[src/rtl/led_frame_loader.sv]
// Assembles a byte stream into a shadow frame buffer and commits it to the
// serializer's parallel data bus in one cycle once the frame is complete.
module led_frame_loader #(
    parameter int unsigned LED_CNT        = 3,
    parameter int unsigned CHANNELS       = 3,
    parameter int unsigned BITPERCHANNEL  = 8,
    parameter int unsigned TIMEOUT_CYCLES = 25000
) (
    input  logic                                        clk,
    input  logic                                        reset,
    input  logic [BITPERCHANNEL-1:0]                    in_data,
    input  logic                                        in_valid,
    input  logic                                        in_sof,
    output logic                                        in_ready,
    output logic [LED_CNT*CHANNELS*BITPERCHANNEL-1:0]   data,
    output logic                                        frame_done,
    output logic                                        err
);
    localparam int unsigned W         = BITPERCHANNEL;
    localparam int unsigned WORDS     = LED_CNT * CHANNELS;
    localparam int unsigned DATAWIDTH = WORDS * W;
    localparam int unsigned CNT_W     = $clog2(WORDS + 1);
    localparam int unsigned TO_W      = $clog2(TIMEOUT_CYCLES + 1);

    typedef enum logic [1:0] {
        IDLE   = 2'd0,
        RECV   = 2'd1,
        COMMIT = 2'd2
    } state_t;

    state_t               state, state_nxt;
    logic [W-1:0]         shadow [WORDS];
    logic [DATAWIDTH-1:0] shadow_flat;
    logic [CNT_W-1:0]     cnt, cnt_nxt, wr_slot;
    logic [TO_W-1:0]      tcnt, tcnt_nxt;
    logic                 xfer, timeout_hit, wr_en, commit, err_nxt, done_nxt;

    assign xfer        = in_valid && in_ready;
    assign timeout_hit = (tcnt >= TO_W'(TIMEOUT_CYCLES - 1));

    // State register
    always_ff @(posedge clk) begin
        if (reset) state <= IDLE;
        else       state <= state_nxt;
    end

    // Next-state logic
    always_comb begin
        state_nxt = state;
        case (state)
            IDLE: begin
                if (xfer && in_sof) state_nxt = (WORDS == 1) ? COMMIT : RECV;
            end
            RECV: begin
                if (xfer) begin
                    if (!in_sof && cnt == CNT_W'(WORDS - 1)) state_nxt = COMMIT;
                end else if (timeout_hit) begin
                    state_nxt = IDLE;
                end
            end
            COMMIT:  state_nxt = IDLE;
            default: state_nxt = IDLE;
        endcase
    end

    // Output and datapath control; a transfer always beats the timeout
    always_comb begin
        in_ready = (state != COMMIT) && !reset;
        wr_en    = 1'b0;
        wr_slot  = '0;
        cnt_nxt  = cnt;
        tcnt_nxt = tcnt;
        err_nxt  = 1'b0;
        done_nxt = 1'b0;
        commit   = 1'b0;
        case (state)
            IDLE: begin
                tcnt_nxt = '0;
                if (xfer && in_sof) begin
                    wr_en   = 1'b1;
                    cnt_nxt = CNT_W'(1);
                end
            end
            RECV: begin
                if (xfer) begin
                    tcnt_nxt = '0;
                    wr_en    = 1'b1;
                    if (in_sof) begin
                        err_nxt = 1'b1;
                        cnt_nxt = CNT_W'(1);
                    end else begin
                        wr_slot = cnt;
                        cnt_nxt = cnt + CNT_W'(1);
                    end
                end else if (timeout_hit) begin
                    err_nxt  = 1'b1;
                    cnt_nxt  = '0;
                    tcnt_nxt = '0;
                end else if (tcnt != TO_W'(TIMEOUT_CYCLES)) begin
                    tcnt_nxt = tcnt + TO_W'(1);
                end
            end
            COMMIT: begin
                commit   = 1'b1;
                done_nxt = 1'b1;
                cnt_nxt  = '0;
                tcnt_nxt = '0;
            end
            default: begin
                cnt_nxt  = '0;
                tcnt_nxt = '0;
            end
        endcase
    end

    // Word k lands in the k-th most significant W-bit lane
    always_comb begin
        shadow_flat = '0;
        for (int k = 0; k < int'(WORDS); k++) begin
            shadow_flat[DATAWIDTH-1-k*W -: W] = shadow[k];
        end
    end

    always_ff @(posedge clk) begin
        for (int k = 0; k < int'(WORDS); k++) begin
            if (wr_en && wr_slot == CNT_W'(k)) shadow[k] <= in_data;
        end
    end

    always_ff @(posedge clk) begin
        if (reset) begin
            cnt        <= '0;
            tcnt       <= '0;
            data       <= '0;
            frame_done <= 1'b0;
            err        <= 1'b0;
        end else begin
            cnt        <= cnt_nxt;
            tcnt       <= tcnt_nxt;
            frame_done <= done_nxt;
            err        <= err_nxt;
            if (commit) data <= shadow_flat;
        end
    end
endmodule
[config.mk]
export PLATFORM = sky130hd
export DESIGN_NAME = led_frame_loader
export DESIGN_NICKNAME = d
export VERILOG_FILES = /design/src/rtl/led_frame_loader.sv
export SDC_FILE = /design/constraint.sdc
export NUM_CORES = 1
export LEC_CHECK = 0
export ABC_AREA = 1
export BUFFER_PORTS_ARGS = -buffer_cell sky130_fd_sc_hd__buf_2
export CAP_MARGIN = 5
export CORE_ASPECT_RATIO = 1.5
export CORE_UTILIZATION = 51
export DETAILED_ROUTE_END_ITERATION = 8
export PLACE_DENSITY = 0.73
export REMOVE_ABC_BUFFERS = 1
export SLEW_MARGIN = 10
export SYNTH_ARGS = -nofsm -noshare
export SYNTH_HDL_FRONTEND = slang
export SYNTH_SLANG_ARGS = --single-unit
[constraint.sdc]
create_clock -name clk -period 2.69 [get_ports clk]
set_input_delay 0.538 -clock clk [delete_from_list [all_inputs] [get_ports clk]]
set_output_delay 0.538 -clock clk [all_outputs]
set_load 0.03 [all_outputs]
# Word-level counts from Yosys, hierarchy flattened
# Memories as Yosys holds them, arrays and structs flattened. A register that Yosys moved wholly into a read port is not among the register bits.
# Cells that the tools add are included.
dict set report word_totals {
  mem_bits_ro 0
  n_memories 1
  mem_bits_rw 72
  elab_cells 117
  out_inout_bits 75
  input_bits 12
  regBits 23
  latchBits 0
}
# memory depth width read_ports rd_ports_with_merged_regs wr line_no
set memory_table {}
lappend memory_table {shadow 9 8 9 9 1 32} ;# logic [W-1:0] shadow [WORDS];
dict set report op_classes {
  eq_ne 16
  n_shift 0
  n_mux 62
  bitwise 1
  n_mul 0
  add_sub_neg 2
  order_cmp 1
  div_mod_pow 0
  n_reduce_logical 29
}
# cell n
set ops {}
lappend ops {{8-bit two-way mux} 8}
lappend ops {{8-bit OR reduction} 8}
lappend ops {{4-bit two-way mux} 15}
lappend ops {{1-bit two-way mux} 32}
lappend ops {{4-bit by 3-bit equality test with 1-bit output (second input constant)} 4}
lappend ops {{15-bit by 1-bit adder with 15-bit output (second input constant)} 1}
lappend ops {{15-bit >= comparator (second input constant)} 1}
lappend ops {{15-bit inequality test (second input constant)} 1}
lappend ops {{1-bit logical AND} 13}
lappend ops {{4-bit by 2-bit equality test with 1-bit output (second input constant)} 2}
lappend ops {{4-bit equality test (second input constant)} 2}
lappend ops {{2-bit two-way mux} 4}
lappend ops {{4-bit case mux with 2 select lines} 1}
lappend ops {{3-bit inequality test (second input constant)} 2}
lappend ops {{4-bit by 1-bit adder with 4-bit output (second input constant)} 1}
lappend ops {{4-bit by 1-bit equality test with 1-bit output (second input constant)} 1}
lappend ops {{4-bit logical NOT} 1}
lappend ops {{2-bit inequality test (second input constant)} 2}
lappend ops {{2-bit case mux with 2 select lines} 1}
lappend ops {{4-bit OR reduction} 1}
lappend ops {{3-bit AND reduction} 1}
lappend ops {{2-bit by 1-bit equality test with 1-bit output (second input constant)} 1}
lappend ops {{2-bit equality test (second input constant)} 1}
lappend ops {{1-bit logical NOT} 2}
lappend ops {{5 further kinds} 5}

# Logic depth before layout (Yosys ltp)
# Gate-level depths: netlist of the first run.
dict set report depth {
  word_depth 18
  ltp_mapped 12
}

# Worst setup path before layout of the first run
# Ideal clock, no wire load.
dict set report synth_timing {
  path_kind {input-to-reg}
  startpoint {input reset}
  endpoint {memory shadow[0][64] (netlist bit) (enable)}
  slack_ps 498
  arrival_time_ps 1809
  path_stages 7
  required_time_ps 2307
  cell_sequence {inv_2 > nand2_1 > nor2_1 > inv_1 > nor2_2 > nand2_1 > nor3_1}
}
dict set report synth_between {
  elab_chain_len 18
  elab_cells_between_ends 69
  classes_between {eq/ne (8); mux (39); reduce/logical (22)}
}
# item line_no
set synth_rtl {}
lappend synth_rtl {{start: declaration} 10} ;# input logic reset,
lappend synth_rtl {{1-bit logical NOT (*)} 68} ;# in_ready = (state != COMMIT) && !reset;
lappend synth_rtl {{1-bit logical AND (*)} 68}
lappend synth_rtl {{1-bit logical AND (*)} 38} ;# assign xfer = in_valid && in_ready;
lappend synth_rtl {{4-bit two-way mux or 1-bit logical AND (tied branches)} {85, 79}}
lappend synth_rtl {{4-bit two-way mux or 1-bit two-way mux (tied branches)} {76, 79}}
lappend synth_rtl {{4-bit by 1-bit equality test with 1-bit output or 1-bit case mux with 2 select lines (tied branches)} {126, 76}}
lappend synth_rtl {{1-bit logical AND} 126} ;# if (wr_en && wr_slot == CNT_W'(k)) shadow[k] <= in_data;
lappend synth_rtl {{1-bit two-way mux} 126}
lappend synth_rtl {{1-bit two-way mux (implied by the code)} 126}
lappend synth_rtl {{8-bit OR reduction (no source line)} -}
lappend synth_rtl {{4-bit two-way mux (no source line) or 1-bit two-way mux (tied branches) (8 in series)} -}
lappend synth_rtl {{end: declaration} 32}
# Mark *: on every way between the ends. The rest lies on a longest branch, timed or not.

# Final worst setup path of the first run
dict set report layout_timing {
  startpoint {register state[0]}
  endpoint {memory shadow[0][7] (netlist bit) (enable)}
}
dict set report layout_between {
  elab_chain_len 18
  elab_cells_between_ends 71
  classes_between {eq/ne (10); mux (39); reduce/logical (22)}
}
# item line_no
set layout_rtl {}
lappend layout_rtl {{start: declaration} 31} ;# state_t state, state_nxt;
lappend layout_rtl {{start signal: assignment} 44} ;# else state <= state_nxt;
lappend layout_rtl {{2-bit inequality test} 68}
lappend layout_rtl {{1-bit logical AND} 68}
lappend layout_rtl {{1-bit logical AND} 38}
lappend layout_rtl {{4-bit two-way mux or 1-bit logical AND (tied branches)} {85, 79}}
lappend layout_rtl {{4-bit two-way mux or 1-bit two-way mux (tied branches)} {76, 79}}
lappend layout_rtl {{4-bit by 1-bit equality test with 1-bit output or 1-bit case mux with 2 select lines (tied branches)} {126, 76}}
lappend layout_rtl {{1-bit logical AND} 126}
lappend layout_rtl {{1-bit two-way mux} 126}
lappend layout_rtl {{1-bit two-way mux (implied by the code)} 126}
lappend layout_rtl {{8-bit OR reduction (no source line)} -}
lappend layout_rtl {{4-bit two-way mux (no source line) or 1-bit two-way mux (tied branches) (8 in series)} -}
# Parallel ways exist; a longest one is shown, timed or not.

==> results.ini, run 1 <==
[setup_path]
start_kind = flip-flop
slowest_delay_ns = 0.66
cp_max_fo = 8
cpLargestDelayFamily = simple AND/OR/NAND/NOR gates
end_kind = flip-flop
path_class = reg2reg
cpMostUsedCell = nand2_1
cp.arrival_ns = 2.31
cp_num_buf_inv = 1
cp.required_ns = 2.73
crit_slowest_cell = nor2_1
path_cells = inv_1 > nand2_1 > nand2_1 > nor2_1 > nand2_1 > o21ai_0 > nand3_1 > nor2_1

[clock_network]
numCtsBuffers = 17
cts_resized = 0
clk_latency_ns = 0.42
postCtsSetupBuffers = 0
htreeDepth = 4
cts.path.max_buffers = 2
cts.sinks = 167
cts_tree = done
clk_pin_slew_worst_paths_ns = 0.06
cts_root_buf = clkbuf_16
cts_hold_buf = 0

[run_status]
status = finished, final reports clean

[detailed_routing]
wl_per_cell_um = 16.73
drcViolationCount = 0
vias_per_cell = 5.305
initialDrtViolationCount = 217
drt-total-wl_um = 11410
vias = 3618
dr.pass1.iters = 4
ant_nets = 0

[floorplanning]
die_w_um = 87.42
die_h_um = 130.1
rows = 46
initial_core_util_pct = 52.71
dieArea_mm2 = 0.01137
core_mm2 = 0.01059
io_pins = 87

[sta]
final_hold_viol_count = 0
min_period_ns = 2.276
tightest_slew_ns = 0.8454
fin_crit_sh_pct = 84.60
fmax_ghz = 0.4394
slew_violations = 0
rsz0062_at_grt = false
setup_tns_ns = 0
skew_ns = 0.008610
max_slew_margin_pct = 43.43
setup_viol = 0

[hold_path]
hold_path.class = in2reg

[final_layout]
syn2layout_area_growth_pct = 22.35
final_util_pct = 64.48
fin_nets = 541
antennaDiodeCount = 0
drive_above_1_share_pct = 25.84

[grt]
grt_max_degree = 74
grt_pass1_vias = 3492
grt_usage_pct = 21.06
antenna_found_initial = 0
grt_pass1_wl_um = 17690
grt-ovfl-total = 0

[synthesis]
avgSynthCellArea_um2 = 13.10
synth-edff-count = 72
synth_top_cell_by_area = edfxtp_1
synthTopCellsByCount = dfxtp_1, a22o_1, edfxtp_1
yosysTopAreaCellShare_pct = 38.74
yosys_warnings = 0
synth_area_mm2 = 0.005582
synth-main-ff-cell = dfxtp_1
synth_cell_types = 28
yosysMostFrequentCell = dfxtp_1
synth_seq_cells = 167
yosysSeqAreaShare_pct = 72.81
synthArstFlopShare_pct = 0
synthTopCellsByArea = edfxtp_1, dfxtp_1, a22o_1
netlist_instances = 426

[power_and_ir_drop]
ir_worst_vdd_mv = 0.5157
power_mw = 5.198
p_leak_nw = 2.778
power.density_mw_per_mm2 = 761.2

[flow_run]
maxCapViolCount = 0

[place]
dpl.hpwl_um = 7415
place_congestion = 0.8084
numPortBuffers = 86

worst paths after layout:
check / slack [ns] / to / start / cells after the start
worst min register to register: 0.47 / data[4]$_SDFFE_PP0P_ / data[4]$_SDFFE_PP0P_ / 1
worst min-delay path: 0.41 / cnt[2]$_SDFFE_PP0P_ / reset / 2
worst max register to register: 0.41 / shadow[0][7]$_DFFE_PP_ / state[0]$_SDFFE_PP0P_ / 8
worst max-delay path: 0.41 / shadow[0][7]$_DFFE_PP_ / state[0]$_SDFFE_PP0P_ / 8
cells in the final DEF, fill, tap and decap left out, drive strengths merged, types with 4 or more instances in the layout:
cell type   n
nor2       37
buf        97
nand3      13
xor2        9
ha          4
dfxtp      95
a22o       72
nor3       12
a21oi      11
nand2      46
o21ai       4
inv        31
edfxtp     72
clkbuf     20
metrics by stage:
| step | instance area, µm² | std cells | hold slack, ns | worst slack [ns] |
|---|---|---|---|---|
| 2_1_floorplan | 5509 | 409 | 0.4491 | -0.4703 |
| 3_3_place_gp | 6222 | 650 | 0.4498 | 0.3816 |
| 3_5_place_dp | 6222 | 650 | 0.4490 | 0.2727 |
| 4_1_cts | 6829 | 682 | 0.3931 | 0.4259 |
| 5_1_grt | 6829 | 682 | 0.4120 | 0.2618 |
| 6_report | 6829 | 682 | 0.4105 | 0.4142 |
routing by layer:
metal	track usage (%)	wire, µm
met4	8.679	174
met3	6.072	474
met1	24.73	4630
met5	0	0
met2	35.98	6130
state kept, by name (all words and copies together) (netlist names):
name and cells:
cnt 4, frame_done 1, err 1, tcnt 15, shadow 72, data 72, state 2
kinds of logic after synthesis:
logic type,share of synthesized area [%]
flip-flops,72.81
AND/OR/NAND/NOR,8.765
AO/OA/AOI/OAI,12.91
buffers and inverters,3.048
XOR/XNOR,1.569
adder cells (fa/ha/maj),0.8967
where the power goes:
part / switching, mW / leakage (nW) / total [mW] / internal (mW)
clock network: 1.02 / 0.288 / 2.43 / 1.41
registers: 0.00779 / 1.41 / 2.66 / 2.65
logic: 0.0794 / 1.08 / 0.103 / 0.0240
total: 1.11 / 2.78 / 5.20 / 4.09
layout make-up:
type                    instances  area, µm²
flip-flops and latches        167       4064
fillers                       821       3761
multi-input cells             216       1355
repair buffers                 97      525.5
clock buffers                  20      479.2
well taps                     144      180.2
clock inverters                12      127.6
inverters                      26      97.59
worst register-to-register path: stages (launching register included):
cell and delay (ns):
dfxtp_1 0.36, inv_1 0.05, nand2_1 0.12, nand2_1 0.10, nor2_1 0.15, nand2_1 0.13, o21ai_0 0.21, nand3_1 0.13
nor2_1 0.66
Power figures use the tool's default switching activity.
==> run 2, diff against run 1 <==
clock period = 2.2 ns   (was 2.69 ns; I/O delays follow)
==> run 2 against run 1 <==
Net effect: final area increased by 1.2%; global-route usage increased by 0.68 points; combinational power increased by 35%; core utilization increased by 0.80 points; via count increased by 2.8%; count of clock-buffer cells in the layout unchanged; flip-flop and latch count unchanged; total power increased by 21%; critical endpoint is now shadow[0][51]$_DFFE_PP_.
==> results.ini, run 2 (synthesized netlist as in run 1, its figures left out) <==
[detailed_routing]
ant_nets = 0  ; unchanged
vias = 3720  ; +2.8%
dr.pass1.iters = 5  ; +1
vias_per_cell = 5.376  ; +1.3%
drcViolationCount = 0  ; unchanged
initialDrtViolationCount = 262  ; +21%
drt-total-wl_um = 11740  ; +2.9%
wl_per_cell_um = 16.97  ; +1.4%

[sta]
skew_ns = 0.008324  ; -0.0002868 ns
whs_ns = 0.3389  ; -0.07161 ns
rsz0062_at_grt = false
tightest_slew_ns = 0.4417  ; -0.4037 ns
final_hold_viol_count = 0  ; unchanged
setup_tns_ns = 0  ; unchanged
setup_viol = 0  ; unchanged
fin_crit_sh_pct = 91.76  ; +7.2 points
max_slew_margin_pct = 70.28  ; +27 points
slew_violations = 0  ; unchanged
setup_ws_ns = 0.1813  ; -0.2330 ns
min_period_ns = 2.019  ; -0.2570 ns
fmax_ghz = 0.4954  ; +13%

[final_layout]
drive_above_1_share_pct = 28.10  ; +2.3 points
final_util_pct = 65.29  ; +0.80 points
syn2layout_area_growth_pct = 23.87
layout_commonest_cell = dfxtp_1
antennaDiodeCount = 0  ; unchanged
fin_nets = 551  ; +1.8%
stdcell_count = 692  ; +1.5%
finish.instance_area_mm2 = 0.006914  ; +1.2%
final_cell_mix = dfxtp_1, buf_2, a22o_1, edfxtp_1, nand2_1
top_regs = data (72), shadow (72), tcnt (15)

[grt]
grt_max_degree = 74  ; unchanged
grt-ovfl-total = 0  ; unchanged
grt_pass1_wl_um = 18030  ; +1.9%
grt_pass1_vias = 3580  ; +2.5%
grt_usage_pct = 21.74  ; +0.68 points
antenna_found_initial = 0  ; unchanged

[place]
place_ws_ns = 0.01131  ; -0.2613 ns
place_congestion = 0.8069  ; -0.19%
dpl_cell_area_mm2 = 0.006297  ; +1.2%
dpl.cell_count = 660  ; +1.5%
dpl.hpwl_um = 7691  ; +3.7%
numPortBuffers = 86  ; unchanged

[setup_path]
cp_max_fo = 8  ; unchanged
start_kind = flip-flop
cp.arrival_ns = 2.14  ; -0.17 ns
cp.required_ns = 2.32  ; -0.41 ns
path_class = reg2reg
end_kind = flip-flop
reg2reg_depth = 10  ; +2

[clock_network]
cts.sinks = 167  ; unchanged
clk_pin_slew_worst_paths_ns = 0.06  ; about the same
numCtsBuffers = 17  ; unchanged
htreeDepth = 4  ; unchanged
clk_latency_ns = 0.42  ; about the same
cts_tree = done
cts_root_buf = clkbuf_16
cts.path.max_buffers = 2  ; unchanged

[floorplanning]
initial_core_util_pct = 52.71  ; unchanged
dieArea_mm2 = 0.01137  ; unchanged
core_mm2 = 0.01059  ; unchanged
die_h_um = 130.1  ; unchanged
rows = 46  ; unchanged
die_w_um = 87.42  ; unchanged
io_pins = 87  ; unchanged

[power_and_ir_drop]
ir_worst_vdd_mv = 0.6349  ; +23%
p_leak_nw = 2.823  ; +1.6%
power.density_mw_per_mm2 = 913.0  ; +20%
power_mw = 6.313  ; +21%

[hold_path]
whs_path_depth = 1  ; -1
hold_path.class = in2reg

[flow_run]
maxCapViolCount = 0  ; unchanged

[run_status]
status = finished, final reports clean

-- run 2: cell types whose count changed in the layout (fill, tap and decap cells not counted), sizes merged --
cell	change
buf	+10
clkinv	+1
inv	-1
-- run 2: worst paths after layout --
path / end / from / slack (ns)
max: shadow[0][51]$_DFFE_PP_ / state[0]$_SDFFE_PP0P_ / 0.18
min reg2reg: data[28]$_SDFFE_PP0P_ / data[28]$_SDFFE_PP0P_ / 0.47
min: shadow[0][0]$_DFFE_PP_ / in_data[0] / 0.34
max reg2reg: shadow[0][51]$_DFFE_PP_ / state[0]$_SDFFE_PP0P_ / 0.18
-- run 2: timing repair --
item	CTS	global route
setup buffers	0	0
hold buffers	0	0
resized for setup	0	6
endpoints found under the setup margin	0	64
-- run 2: metal layers --
metal  vias up  GRT usage, %  wire [µm]
li1       1746             -          -
met1      1837         24.86       4664
met2       112         36.26       6218
met3        25         8.033        554
met4         0         9.643        304
met5         -             0          0
-- run 2: cell type report --
type | instances | area (µm²)
clock buffers | 20 | 479.2
flip-flops and latches | 167 | 4064
fillers | 809 | 3676
well taps | 144 | 180.2
repair buffers | 107 | 600.6
inverters | 26 | 97.59
clock inverters | 12 | 112.6
multi-input cells | 216 | 1380
-- run 2: critical path, stage by stage, from the launching register on --
cell and delay (ns):
dfxtp_1 0.35, nand2_1 0.06, inv_1 0.08, nand2_1 0.09, nor2_2 0.14, inv_1 0.12, nor2_4 0.16, nand2_1 0.11
buf_4 0.17, nor3_1 0.20, buf_4 0.23
-- run 2: where the power goes --
group	total, mW	internal, mW	switching (mW)	leakage, nW
registers	3.26	3.25	0.0102	1.41
clock network	2.92	1.71	1.21	0.286
logic	0.139	0.0369	0.102	1.12
==> run 3, diff against run 2 <==
CORE_UTILIZATION = 55   (was 51)
PLACE_DENSITY = 0.78   (was 0.73)
==> run 3 against run 2 <==
Net effect: the flow now finishes with violations (DRC); final cell count fell by 3.9%; critical path depth decreased by 2; maximum frequency decreased by 2.2%; worst hold slack lost 0.021 ns; core utilization up 5.1 points; critical path type unchanged; register-to-register slack worse by 0.04 ns; worst setup slack got worse by 0.045 ns.
==> results.ini, run 3 (synthesized netlist as in run 1, its figures left out) <==
[floorplanning]
die_h_um = 125.4  ; -3.6%
initial_core_util_pct = 57.28  ; +4.6 points
rows = 44  ; -4.3%
dieArea_mm2 = 0.01056  ; -7.1%
die_w_um = 84.26  ; -3.6%
core_mm2 = 0.009744  ; -8.0%
io_pins = 87  ; unchanged

[grt]
grt_max_degree = 46  ; -38%
grt_pass1_wl_um = 17580  ; -2.5%
grt-ovfl-total = 0  ; unchanged
grt_usage_pct = 22.26  ; +0.52 points
antenna_found_initial = 0  ; unchanged
grt_pass1_vias = 3544  ; -1.0%

[run_status]
status = finished with violations
failed_checks = DRC

[final_layout]
layout_commonest_cell = dfxtp_1
final_util_pct = 70.34  ; +5.1 points
stdcell_count = 665  ; -3.9%
final_cell_mix = dfxtp_1, buf_2, a22o_1, edfxtp_1, nand2_1
finish.instance_area_mm2 = 0.006854  ; -0.87%
syn2layout_area_growth_pct = 22.80
drive_above_1_share_pct = 28.36  ; +0.26 points
fillers = 646  ; -20%
fin_nets = 553  ; +0.36%
top_regs = data (72), shadow (72), tcnt (15)
antennaDiodeCount = 0  ; unchanged

[setup_path]
rr_endpoint = shadow[0][1]$_DFFE_PP_
cp.required_ns = 2.25  ; -0.07 ns
start_kind = flip-flop
slowest_delay_ns = 0.50  ; +0.15 ns
crit_slowest_cell = nor2_1
cpMostUsedCell = nand2_1
cp_max_fo = 8  ; unchanged
r2r_start = state[0]$_SDFFE_PP0P_
path_class = reg2reg
r2r_slack_ns = 0.14  ; -0.04 ns
reg2reg_depth = 8  ; -2
worstSetupStartpoint = state[0]$_SDFFE_PP0P_
end_kind = flip-flop
path_cells = inv_1 > nand2_1 > nand2_1 > nor2_1 > nand2_1 > o21ai_0 > nand3_1 > nor2_1
cp.arrival_ns = 2.12  ; -0.02 ns

[place]
place_congestion = 0.8734  ; +8.2%
dpl_cell_area_mm2 = 0.006269  ; -0.46%
place_ws_ns = 0.02844  ; +0.01713 ns
numPortBuffers = 86  ; unchanged
dpl.cell_count = 633  ; -4.1%
dpl.hpwl_um = 7737  ; +0.59%

[hold_path]
hold_path_end = err$_SDFF_PP0_
whs_path_depth = 4  ; +3
worstHoldStart = in_valid
hold_path.class = in2reg

[sta]
setup_tns_ns = 0  ; unchanged
setup_viol = 0  ; unchanged
tightest_slew_ns = 0.6178  ; +0.1761 ns
fin_crit_sh_pct = 93.81  ; +2.0 points
slew_violations = 0  ; unchanged
max_slew_margin_pct = 58.66  ; -12 points
min_period_ns = 2.064  ; +0.04500 ns
final_hold_viol_count = 0  ; unchanged
whs_ns = 0.3177  ; -0.02122 ns
setup_ws_ns = 0.1363  ; -0.04500 ns
skew_ns = 0.007908  ; -0.0004158 ns
fmax_ghz = 0.4846  ; -2.2%
rsz0062_at_grt = false

[power_and_ir_drop]
power_mw = 6.154  ; -2.5%
ir_worst_vdd_mv = 0.6508  ; +2.5%
p_leak_nw = 2.823  ; about the same
power.density_mw_per_mm2 = 897.9  ; -1.7%

[detailed_routing]
dr.pass1.iters = 6  ; +1
drt-total-wl_um = 11430  ; -2.7%
ant_nets = 0  ; unchanged
vias_per_cell = 5.543  ; +3.1%
drcViolationCount = 15  ; +15
vias = 3686  ; -0.91%
initialDrtViolationCount = 294  ; +12%
wl_per_cell_um = 17.19  ; +1.3%

[clock_network]
postCtsSetupBuffers = 0  ; unchanged
clk_pin_slew_worst_paths_ns = 0.06  ; about the same
cts.sinks = 167  ; unchanged
clk_latency_ns = 0.42  ; about the same
cts_tree = done
numCtsBuffers = 17  ; unchanged
cts_root_buf = clkbuf_16
htreeDepth = 4  ; unchanged
cts.path.max_buffers = 2  ; unchanged

[flow_run]
maxCapViolCount = 0  ; unchanged

==> run 3: cell count changes in the layout (fill, tap and decap cells not counted), sizes merged <==
cell,previous run,this run
buf,107,109
clkinvlp,3,1
inv,30,33
bufinv,1,0
clkbuf,20,18
clkinv,4,6
==> run 3: final cells by class <==
| class | instances | area, µm² | share of cell area (%) |
|---|---|---|---|
| timing repair buffer | 109 | 603.1 | 8.799 |
| clock buffer | 18 | 450.4 | 6.572 |
| sequential | 167 | 4064 | 59.29 |
| inverter | 26 | 97.59 | 1.424 |
| tap | 115 | 143.9 | 2.099 |
| clock inverter | 14 | 111.4 | 1.625 |
| multi-input combinational | 216 | 1384 | 20.19 |
==> run 3: routing by layer <==
| metal | global-route usage [%] | up-vias | part of all wire (%) |
|---|---|---|---|
| li1 | - | 1759 | - |
| met1 | 25.75 | 1782 | 41 |
| met2 | 37.51 | 119 | 51 |
| met3 | 7.063 | 26 | 5.1 |
| met4 | 10.34 | 0 | 2.9 |
| met5 | 0 | - | 0 |
==> run 3: how the worst max path moves through the flow <==
stage	end	slack, ns
3_3_place_gp	shadow[0][24]$_DFFE_PP_	0.08
4_1_cts	shadow[0][27]$_DFFE_PP_	0.12
3_5_place_dp	shadow[0][30]$_DFFE_PP_	0.03
2_1_floorplan	data[0]$_SDFFE_PP0P_	-0.86
6_report	shadow[0][1]$_DFFE_PP_	0.14
5_1_grt	shadow[0][66]$_DFFE_PP_	0.02
==> run 3: power by group <==
part / switching [mW] / internal, mW
sequential: 0.0105 / 3.25
combinational: 0.102 / 0.0361
clock: 1.22 / 1.54
total: 1.34 / 4.82
==> run 3: repair_timing <==
item	in CTS	in global routing
hold buffers	0	0
endpoints found under the setup margin	0	64
resized for setup	0	6
==> run 3: critical path: cells and delay by family (launching register included) <==
family / cells / cell delay [ns]
AO/OA/AOI/OAI: 1 / 0.22
flip-flops: 1 / 0.34
buffers and inverters: 1 / 0.04
AND/OR/NAND/NOR: 6 / 1.07
